===== config.mk =====
export PLATFORM = sky130hd
export DESIGN_NAME = bus_master_flat
export DESIGN_NICKNAME = d
export VERILOG_FILES = /design/src/rtl/bus_master_if.sv /design/src/rtl/bus_master.sv /design/src/flat_wrapper.sv
export SDC_FILE = /design/constraint.sdc
export NUM_CORES = 1
export LEC_CHECK = 0
export BUFFER_PORTS_ARGS = -buffer_cell sky130_fd_sc_hd__buf_2
export CORE_UTILIZATION = 50
export CTS_CLUSTER_DIAMETER = 100
export CTS_CLUSTER_SIZE = 28
export DETAILED_ROUTE_END_ITERATION = 8
export PLACE_DENSITY = 0.91
export SKIP_LAST_GASP = 1
export SLEW_MARGIN = 20
export SYNTH_ARGS = -nofsm -noshare
export SYNTH_HDL_FRONTEND = slang
export SYNTH_SLANG_ARGS = --single-unit

===== constraint.sdc =====
create_clock -name bus_clk -period 2.9 [get_ports bus_clk]
set_input_delay 0.145 -clock bus_clk [delete_from_list [all_inputs] [get_ports bus_clk]]
set_output_delay 0.145 -clock bus_clk [all_outputs]
set_load 0.03 [all_outputs]

===== src/rtl/bus_master_if.sv =====
// bus_master_if: command/response stream plus register bus wiring.
// master = bus_master side, slave = command source and bus fabric side.
interface bus_master_if #(
  parameter int ADDR_WIDTH = 32,
  parameter int DATA_WIDTH = 32
);
  logic                  cmd_valid;
  logic                  cmd_ready;
  logic                  cmd_write;
  logic [ADDR_WIDTH-1:0] cmd_addr;
  logic [DATA_WIDTH-1:0] cmd_wdata;
  logic                  rsp_valid;
  logic                  rsp_ready;
  logic [DATA_WIDTH-1:0] rsp_rdata;
  logic                  rsp_err;
  logic [ADDR_WIDTH-1:0] bus_addr;
  logic [DATA_WIDTH-1:0] bus_wr_data;
  logic                  bus_rd_req;
  logic                  bus_wr_req;
  logic [DATA_WIDTH-1:0] bus_rd_data;
  logic                  bus_rd_ack;
  logic                  bus_wr_ack;

  modport master (
    input  cmd_valid, cmd_write, cmd_addr, cmd_wdata,
    input  rsp_ready,
    input  bus_rd_data, bus_rd_ack, bus_wr_ack,
    output cmd_ready,
    output rsp_valid, rsp_rdata, rsp_err,
    output bus_addr, bus_wr_data, bus_rd_req, bus_wr_req
  );

  modport slave (
    output cmd_valid, cmd_write, cmd_addr, cmd_wdata,
    output rsp_ready,
    output bus_rd_data, bus_rd_ack, bus_wr_ack,
    input  cmd_ready,
    input  rsp_valid, rsp_rdata, rsp_err,
    input  bus_addr, bus_wr_data, bus_rd_req, bus_wr_req
  );
endinterface


===== src/rtl/bus_master.sv =====
// bus_master: single-outstanding register bus initiator.
// Turns one command into one request pulse and one response.
module bus_master #(
  parameter int ADDR_WIDTH = 32,
  parameter int DATA_WIDTH = 32,
  parameter int TIMEOUT    = 255
) (
  input logic         bus_clk,
  input logic         bus_reset,
  bus_master_if.master bif
);

  localparam int CW = $clog2(TIMEOUT + 1);
  localparam logic [CW-1:0] CNT_MAX = CW'(TIMEOUT);

  typedef enum logic [1:0] {
    IDLE,
    REQ,
    WAIT,
    RSP
  } state_t;

  state_t          state;
  state_t          next;
  logic            armed;
  logic            wr_q;
  logic [CW-1:0]   cnt;
  logic            accept;
  logic            hit;
  logic            expire;

  assign bif.cmd_ready = (state == IDLE) && armed;
  assign accept = bif.cmd_valid && bif.cmd_ready;
  assign hit    = wr_q ? bif.bus_wr_ack : bif.bus_rd_ack;
  assign expire = (cnt == CNT_MAX);

  // State register; reset abandons any transaction in flight.
  always_ff @(posedge bus_clk) begin
    if (bus_reset) begin
      state <= IDLE;
    end else begin
      state <= next;
    end
  end

  // Next-state decode; acks outside WAIT fall through unused.
  always_comb begin
    next = state;
    unique case (state)
      IDLE: if (accept) next = REQ;
      REQ:  next = WAIT;
      WAIT: if (hit || expire) next = RSP;
      RSP:  if (bif.rsp_ready) next = IDLE;
      default: next = IDLE;
    endcase
  end

  // Datapath: latch command, pulse request, watch ack, hold response.
  always_ff @(posedge bus_clk) begin
    if (bus_reset) begin
      armed           <= 1'b0;
      wr_q            <= 1'b0;
      cnt             <= '0;
      bif.bus_addr    <= '0;
      bif.bus_wr_data <= '0;
      bif.bus_rd_req  <= 1'b0;
      bif.bus_wr_req  <= 1'b0;
      bif.rsp_valid   <= 1'b0;
      bif.rsp_rdata   <= '0;
      bif.rsp_err     <= 1'b0;
    end else begin
      armed          <= 1'b1;
      bif.bus_rd_req <= 1'b0;
      bif.bus_wr_req <= 1'b0;
      unique case (state)
        IDLE: begin
          if (accept) begin
            wr_q            <= bif.cmd_write;
            bif.bus_addr    <= bif.cmd_addr;
            bif.bus_wr_data <= bif.cmd_wdata;
          end
        end
        REQ: begin
          bif.bus_wr_req <= wr_q;
          bif.bus_rd_req <= !wr_q;
          cnt            <= '0;
        end
        WAIT: begin
          if (hit) begin
            bif.rsp_valid <= 1'b1;
            bif.rsp_err   <= 1'b0;
            bif.rsp_rdata <= wr_q ? '0 : bif.bus_rd_data;
          end else if (expire) begin
            bif.rsp_valid <= 1'b1;
            bif.rsp_err   <= 1'b1;
            bif.rsp_rdata <= '0;
          end else begin
            cnt <= cnt + 1'b1;
          end
        end
        RSP: begin
          if (bif.rsp_ready) bif.rsp_valid <= 1'b0;
        end
        default: ;
      endcase
    end
  end

endmodule

===== src/flat_wrapper.sv =====
// flat-port wrapper written by rule: the top's interface ports become plain ports
module bus_master_flat 
#(
  parameter int ADDR_WIDTH = 32,
  parameter int DATA_WIDTH = 32,
  parameter int TIMEOUT    = 255
)
  (bus_clk, bus_reset, bif_cmd_valid, bif_cmd_write, bif_cmd_addr, bif_cmd_wdata, bif_rsp_ready, bif_bus_rd_data, bif_bus_rd_ack, bif_bus_wr_ack, bif_cmd_ready, bif_rsp_valid, bif_rsp_rdata, bif_rsp_err, bif_bus_addr, bif_bus_wr_data, bif_bus_rd_req, bif_bus_wr_req);
  bus_master_if #(.ADDR_WIDTH(ADDR_WIDTH), .DATA_WIDTH(DATA_WIDTH)) bif_i ();
  input logic bus_clk;
  input logic bus_reset;
  input wire logic [$bits(bif_i.cmd_valid)-1:0] bif_cmd_valid;
  input wire logic [$bits(bif_i.cmd_write)-1:0] bif_cmd_write;
  input wire logic [$bits(bif_i.cmd_addr)-1:0] bif_cmd_addr;
  input wire logic [$bits(bif_i.cmd_wdata)-1:0] bif_cmd_wdata;
  input wire logic [$bits(bif_i.rsp_ready)-1:0] bif_rsp_ready;
  input wire logic [$bits(bif_i.bus_rd_data)-1:0] bif_bus_rd_data;
  input wire logic [$bits(bif_i.bus_rd_ack)-1:0] bif_bus_rd_ack;
  input wire logic [$bits(bif_i.bus_wr_ack)-1:0] bif_bus_wr_ack;
  output wire logic [$bits(bif_i.cmd_ready)-1:0] bif_cmd_ready;
  output wire logic [$bits(bif_i.rsp_valid)-1:0] bif_rsp_valid;
  output wire logic [$bits(bif_i.rsp_rdata)-1:0] bif_rsp_rdata;
  output wire logic [$bits(bif_i.rsp_err)-1:0] bif_rsp_err;
  output wire logic [$bits(bif_i.bus_addr)-1:0] bif_bus_addr;
  output wire logic [$bits(bif_i.bus_wr_data)-1:0] bif_bus_wr_data;
  output wire logic [$bits(bif_i.bus_rd_req)-1:0] bif_bus_rd_req;
  output wire logic [$bits(bif_i.bus_wr_req)-1:0] bif_bus_wr_req;
  assign bif_i.cmd_valid = bif_cmd_valid;
  assign bif_i.cmd_write = bif_cmd_write;
  assign bif_i.cmd_addr = bif_cmd_addr;
  assign bif_i.cmd_wdata = bif_cmd_wdata;
  assign bif_i.rsp_ready = bif_rsp_ready;
  assign bif_i.bus_rd_data = bif_bus_rd_data;
  assign bif_i.bus_rd_ack = bif_bus_rd_ack;
  assign bif_i.bus_wr_ack = bif_bus_wr_ack;
  assign bif_cmd_ready = bif_i.cmd_ready;
  assign bif_rsp_valid = bif_i.rsp_valid;
  assign bif_rsp_rdata = bif_i.rsp_rdata;
  assign bif_rsp_err = bif_i.rsp_err;
  assign bif_bus_addr = bif_i.bus_addr;
  assign bif_bus_wr_data = bif_i.bus_wr_data;
  assign bif_bus_rd_req = bif_i.bus_rd_req;
  assign bif_bus_wr_req = bif_i.bus_wr_req;
  bus_master #(.ADDR_WIDTH(ADDR_WIDTH), .DATA_WIDTH(DATA_WIDTH), .TIMEOUT(TIMEOUT)) u_core (.bus_clk(bus_clk), .bus_reset(bus_reset), .bif(bif_i));
endmodule

==> results.json, run 1 <==
{
  "post-dp-hpwl_um": 7800,
  "netlist_area_um2": 4290,
  "grtUsageTotal_pct": 24.0,
  "grt_setup_unrepaired": "no",
  "yosysSeqAreaShare_pct": 52.3,
  "port_buffers": 203,
  "clockBufferDepth": 2,
  "hold_path.class": "in2reg",
  "cts_tree": "built",
  "cts_root_buf": "clkbuf_8",
  "fillCellCount": 641,
  "h-tree-depth": 3,
  "core_um2": 8260,
  "syn_avg_cell_area_um2": 8.20,
  "cap_violations": 0,
  "die_w_um": 94.6,
  "nets": 826,
  "seq_area_um2": 2240,
  "cts_made_buffers": 9,
  "finalSetupTns_ns": 0,
  "tightest_slew_ns": 0.663,
  "r2r_slack_ns": 0.76,
  "drive_gt1_share_pct": 32.1,
  "syn_to_final_growth_pct": 30.7,
  "critPathRequiredTime_ns": 3.17,
  "ys_seq_elements": 112,
  "rows": 33,
  "cts_setup_buffers": 0,
  "finalHoldViolCount": 0,
  "slew_headroom_pct": 55.8,
  "fin_crit_ns": 2.14,
  "vias_per_cell": 5.17,
  "finalSetupViolations": 0,
  "clkTransAtPathRegs_ns": 0.11,
  "yosysWarnings": 0,
  "syn-instance-count": 523,
  "utilization_pct": 67.9,
  "clkSinkCount": 112,
  "gp_congestion": 0.825,
  "die-area_um2": 8950,
  "dieHeight_um": 94.6,
  "worst_setup_path_end_kind": "flop",
  "final_cell_mix": "buf_2, nand2_1, dfxtp_1",
  "initial_core_util_pct": 51.9,
  "grt_overflow": 0,
  "reg2regPathDepth": 7,
  "dp_slack_ns": 0.784,
  "slew_viol_final": 0,
  "grt_pass1_wl_um": 17100,
  "clock.fmax_mhz": 467,
  "start_kind": "flop",
  "fin_skew_ns": 0.0168,
  "ys_types": 45,
  "leakagePower_nw": 2.54,
  "routedWlPerCell_um": 13.5,
  "layout_setup_ws_ns": 0.757,
  "status": "finished clean",
  "routed_wl_um": 11200,
  "ir_drop_uv": 403,
  "clk-insertion-delay-late_ns": 0.36,
  "hold_depth": 3,
  "ys.flop_type": "dfxtp_1",
  "grt_max_degree": 67,
  "io_pins": 204,
  "antenna_found_initial": 0,
  "critPathMaxFanout": 18,
  "synthArstFlopShare_pct": 0,
  "ant_nets": 0,
  "fin_crit_sh_pct": 73.9,
  "crit_type": "reg2reg",
  "vias": 4276,
  "dr.pass1.iters": 4,
  "p_per_area_nw_per_um2": 707,
  "diodes": 0,
  "yosysTopAreaCellShare_pct": 52.3,
  "multi_input_area_um2": 1820,
  "critical_path_arrival_ns": 2.41,
  "syn_nets": 632,
  "final_common_cell": "buf_2",
  "synth_area_leaders": "dfxtp_1, nand2_1, a21oi_1",
  "synth-edff-count": 0,
  "synth.largest_area_cell": "dfxtp_1",
  "drt_drc_violations_left": 0,
  "grt_pass1_vias": 3864,
  "initialDrtViolationCount": 155
}
==> timing repair <==
| action | CTS | global route |
|---|---|---|
| hold buffers | 14 | 1 |
| endpoints found under the hold margin | 14 | 1 |
| resized for setup | 0 | 0 |
==> stage by stage <==
step | cell area [µm²] | hold slack (ns) | instances | total power [mW]
CTS | 5600 | 0.000176 | 826 | 3.99
floorplan | 4290 | 0.261 | 523 | 2.78
finish | 5610 | 0.0178 | 827 | 3.96
detailed placement | 5280 | 0.390 | 796 | 3.13
global route | 5610 | 0.00105 | 827 | 4.19
global placement | 5280 | 0.385 | 796 | 3.08
==> critical path: stages (launching register included) <==
cell and delay [ns]:
dfxtp_1 0.39, inv_1 0.10, ha_1 0.35, and4_1 0.29, a22oi_4 0.42, buf_4 0.30
nand2_1 0.07, a21oi_1 0.14
==> Yosys cell counts, types with 2 or more instances <==
| master | number |
|---|---|
| buf_6 | 5 |
| dfxtp_1 | 112 |
| clkbuf_1 | 26 |
| ha_1 | 6 |
| a21o_1 | 3 |
| a21oi_1 | 100 |
| and4_1 | 2 |
| mux2i_1 | 4 |
| nor2_1 | 5 |
| nand4_1 | 2 |
| buf_1 | 4 |
| nand2b_1 | 4 |
| nand2_1 | 171 |
| nand3_1 | 37 |
| a31oi_1 | 4 |
| and3_1 | 3 |
| clkbuf_8 | 2 |
| inv_1 | 5 |
| buf_2 | 2 |
==> state kept, by name (all words and copies together), names as in the netlist <==
signal	cells
u_core.armed	1
u_core.bif.rsp_err	1
u_core.bif.bus_addr	32
u_core.bif.bus_wr_data	32
u_core.bif.rsp_rdata	32
u_core.cnt	8
u_core.state	2
u_core.bif.rsp_valid	1
u_core.bif.bus_wr_req	1
u_core.bif.bus_rd_req	1
u_core.wr_q	1
==> routing by layer <==
layer / vias to the layer above / part of all wire [%] / track usage, %
li1: 2127 / - / -
met1: 1950 / 40 / 27.3
met2: 186 / 50 / 42.0
met3: 13 / 9.1 / 7.57
met4: 0 / 1.1 / 8.71
met5: - / 0 / 0
==> power breakdown <==
group / internal [mW] / switching (mW) / leakage (nW) / total [mW]
sequential: 1.71 / 0.0936 / 0.910 / 1.80
clock: 0.321 / 0.525 / 0.0904 / 0.846
combinational: 0.411 / 0.899 / 1.54 / 1.31
==> kinds of logic after synthesis <==
kind of cell | count (synthesis) | share of synthesized area [%]
fa+ha+maj | 6 | 1.75
simple gates | 236 | 23.5
buf+inv | 45 | 5.43
compound gates | 119 | 15.8
mux | 5 | 1.20
flops | 112 | 52.3
==> final timing paths <==
path,from,to
max,u_core.state[0]$_SDFFE_PP0P_,u_core.bif.rsp_rdata[21]$_SDFFE_PP0P_
min,bif_cmd_wdata[7],u_core.bif.bus_wr_data[7]$_SDFFE_PP0P_
max reg2reg,u_core.state[0]$_SDFFE_PP0P_,u_core.bif.rsp_rdata[21]$_SDFFE_PP0P_
min reg2reg,u_core.bif.rsp_rdata[7]$_SDFFE_PP0P_,u_core.bif.rsp_rdata[7]$_SDFFE_PP0P_
==> final cells by class <==
type	count	share of cell area (%)
Tap cell	105	2.34
Clock buffer	9	2.21
Sequential cell	112	40.0
Multi-Input combinational cell	366	32.4
Clock inverter	7	0.937
Inverter	5	0.335
Timing Repair Buffer	223	21.7
Note: power is estimated with default switching activity, not from simulation.
==> run 2, diff against run 1 <==
--- a/config.mk
+++ b/config.mk
@@ -6,11 +6,11 @@
 export NUM_CORES = 1
 export LEC_CHECK = 0
 export BUFFER_PORTS_ARGS = -buffer_cell sky130_fd_sc_hd__buf_2
-export CORE_UTILIZATION = 50
+export CORE_UTILIZATION = 42
 export CTS_CLUSTER_DIAMETER = 100
 export CTS_CLUSTER_SIZE = 28
 export DETAILED_ROUTE_END_ITERATION = 8
-export PLACE_DENSITY = 0.91
+export PLACE_DENSITY = 0.82
 export SKIP_LAST_GASP = 1
 export SLEW_MARGIN = 20
 export SYNTH_ARGS = -nofsm -noshare
==> constraint.sdc (replaced) <==
create_clock -name bus_clk -period 1.8 [get_ports bus_clk]
set_input_delay 0.09 -clock bus_clk [delete_from_list [all_inputs] [get_ports bus_clk]]
set_output_delay 0.09 -clock bus_clk [all_outputs]
set_load 0.03 [all_outputs]
==> run 2 against run 1 <==
  * Sequential share of layout area shrank 6.2 points
  * Register-to-register slack got worse by 0.64 ns
  * Via count grew 13%
  * Clock power grew 110%
  * Critical endpoint is now u_core.bif.rsp_valid$_SDFFE_PP0P_
  * Largest power group unchanged
==> results.json, run 2 (synthesis gave the netlist of run 1 again) <==
{
  "hold_path.class": "in2reg",
  "clkTransAtPathRegs_ns": 0.09,
  "cap_violations": 0,
  "antenna_found_initial": 0,
  "reg2regPathDepth": 5,
  "grt_pass1_wl_um": 20900,
  "gp_congestion": 0.777,
  "holdCritStartpoint": "bif_cmd_addr[9]",
  "core_um2": 9820,
  "clkSinkCount": 112,
  "cts_setup_buffers": 0,
  "critPathRequiredTime_ns": 2.06,
  "whs_ns": 0.0220,
  "cts_tree": "built",
  "die-area_um2": 10600,
  "finalSetupViolations": 0,
  "slew_viol_final": 0,
  "critical_path_arrival_ns": 1.94,
  "vias": 4817,
  "cts_root_buf": "clkbuf_8",
  "dieHeight_um": 103,
  "clock.fmax_mhz": 595,
  "p_int_mw": 4.60,
  "fin_skew_ns": 0.00744,
  "tightest_slew_ns": 0.652,
  "die_w_um": 103,
  "worst_setup_path_end_kind": "flop",
  "post-dp-hpwl_um": 8090,
  "start_kind": "flop",
  "vias_per_cell": 5.10,
  "finalHoldViolCount": 0,
  "hold_path_end": "u_core.bif.bus_addr[9]$_SDFFE_PP0P_",
  "dpl_cell_area_um2": 5400,
  "rows": 36,
  "fin_crit_sh_pct": 93.4,
  "dp_slack_ns": 0.100,
  "switching_share_pct": 35.5,
  "port_buffers": 203,
  "grt_setup_unrepaired": "no",
  "hold_depth": 3,
  "critPathMaxFanout": 9,
  "clockPowerShare_pct": 24.8,
  "ir_drop_uv": 590,
  "clockBufferDepth": 2,
  "final_cell_mix": "buf_2, nand2_1, dfxtp_1",
  "combPwrFrac_pct": 34.4,
  "ant_nets": 0,
  "h-tree-depth": 3,
  "io_pins": 204,
  "cts_made_buffers": 9,
  "drt_drc_violations_left": 0,
  "p_per_area_nw_per_um2": 1080,
  "grt_max_degree": 63,
  "nets": 916,
  "dr.pass1.iters": 5,
  "drive_gt1_share_pct": 29.7,
  "leakagePower_nw": 2.98,
  "routed_wl_um": 14400,
  "top_regs": "u_core.bif.bus_addr (32), u_core.bif.bus_wr_data (32), u_core.bif.rsp_rdata (32)",
  "diodes": 0,
  "layout_setup_ws_ns": 0.118,
  "grtUsageTotal_pct": 25.3,
  "final_area_um2": 6630,
  "p_sw_mw": 2.53,
  "fin_crit_ns": 1.68,
  "initial_core_util_pct": 43.7,
  "final_common_cell": "buf_2",
  "worstReg2RegStart": "u_core.cnt[0]$_SDFFE_PP0P_",
  "status": "finished clean",
  "grt_pass1_vias": 4591,
  "r2r_slack_ns": 0.12,
  "grt_overflow": 0,
  "finalSetupTns_ns": 0,
  "routedWlPerCell_um": 15.3,
  "p_seq_share_pct": 40.9,
  "crit_type": "reg2reg",
  "r2r-end": "u_core.bif.rsp_valid$_SDFFE_PP0P_",
  "clk-insertion-delay-late_ns": 0.37,
  "slew_headroom_pct": 56.5,
  "syn_to_final_growth_pct": 54.6,
  "initialDrtViolationCount": 199
}
==> run 2: cell types whose count changed in the layout (fill, tap and decap cells not counted), sizes merged <==
cell,change
dlygate4sd3,+81
bufinv,+3
clkinv,-1
inv,-3
clkbuf,+3
clkinvlp,-1
buf,+8
==> run 2: area by class of cell <==
class	instances	area, µm²
Clock buffer	11	141
Timing Repair Buffer	313	2140
Multi-Input combinational cell	366	1820
Tap cell	133	166
Inverter	5	18.8
Fill cell	686	3190
Clock inverter	5	104
Sequential cell	112	2240
==> run 2: per-stage QoR <==
stage | std cells | total power [mW] | util [%]
floorplan | 523 | 4.48 | -
global placement | 832 | 5.08 | 55.0
detailed placement | 832 | 5.16 | 55.0
CTS | 944 | 7.07 | 67.3
global route | 945 | 7.50 | 67.5
finish | 945 | 7.14 | 67.5
==> run 2: layer usage <==
| layer | up-vias | GRT usage (%) | part of all wire (%) |
|---|---|---|---|
| li1 | 2309 | - | - |
| met1 | 2192 | 28.4 | 39 |
| met2 | 270 | 43.0 | 47 |
| met3 | 46 | 7.05 | 10 |
| met4 | 0 | 14.3 | 3.3 |
| met5 | - | 0 | 0 |
==> run 2: what timing repair did <==
item / in CTS / in global routing
hold buffers: 96 / 0
endpoints found under the hold margin: 97 / 0
endpoints found under the setup margin: 0 / 4
resized for setup: 0 / 3
==> run 2: worst max path at each step <==
stage	end	from	slack, ns
2_1_floorplan	u_core.bif.bus_addr[0]$_SDFFE_PP0P_	u_core.state[0]$_SDFFE_PP0P_	0.08
3_3_place_gp	u_core.bif.rsp_valid$_SDFFE_PP0P_	u_core.cnt[0]$_SDFFE_PP0P_	0.14
3_5_place_dp	u_core.bif.rsp_valid$_SDFFE_PP0P_	u_core.cnt[0]$_SDFFE_PP0P_	0.10
4_1_cts	u_core.state[1]$_SDFFE_PP0P_	u_core.cnt[0]$_SDFFE_PP0P_	0.08
5_1_grt	u_core.cnt[7]$_SDFFE_PP0P_	u_core.state[1]$_SDFFE_PP0P_	0.01
6_report	u_core.bif.rsp_valid$_SDFFE_PP0P_	u_core.cnt[0]$_SDFFE_PP0P_	0.12
==> run 2: power by group through the flow <==
| stage | logic [mW] | registers (mW) | clock network, mW |
|---|---|---|---|
| after floorplan | 1.04 | 3.44 | 0 |
| after global placement | 2.14 | 2.94 | 0 |
| after detailed placement | 2.20 | 2.96 | 0 |
| after CTS | 2.37 | 2.90 | 1.81 |
| after global routing | 2.65 | 2.95 | 1.91 |
| final | 2.45 | 2.92 | 1.77 |
==> run 2: worst max-delay path: stages, from the launching register on <==
cell and delay (ns):
dfxtp_1 0.39, ha_1 0.18, and4_4 0.29, a41oi_4 0.19, and4_1 0.26, a311o_1 0.26
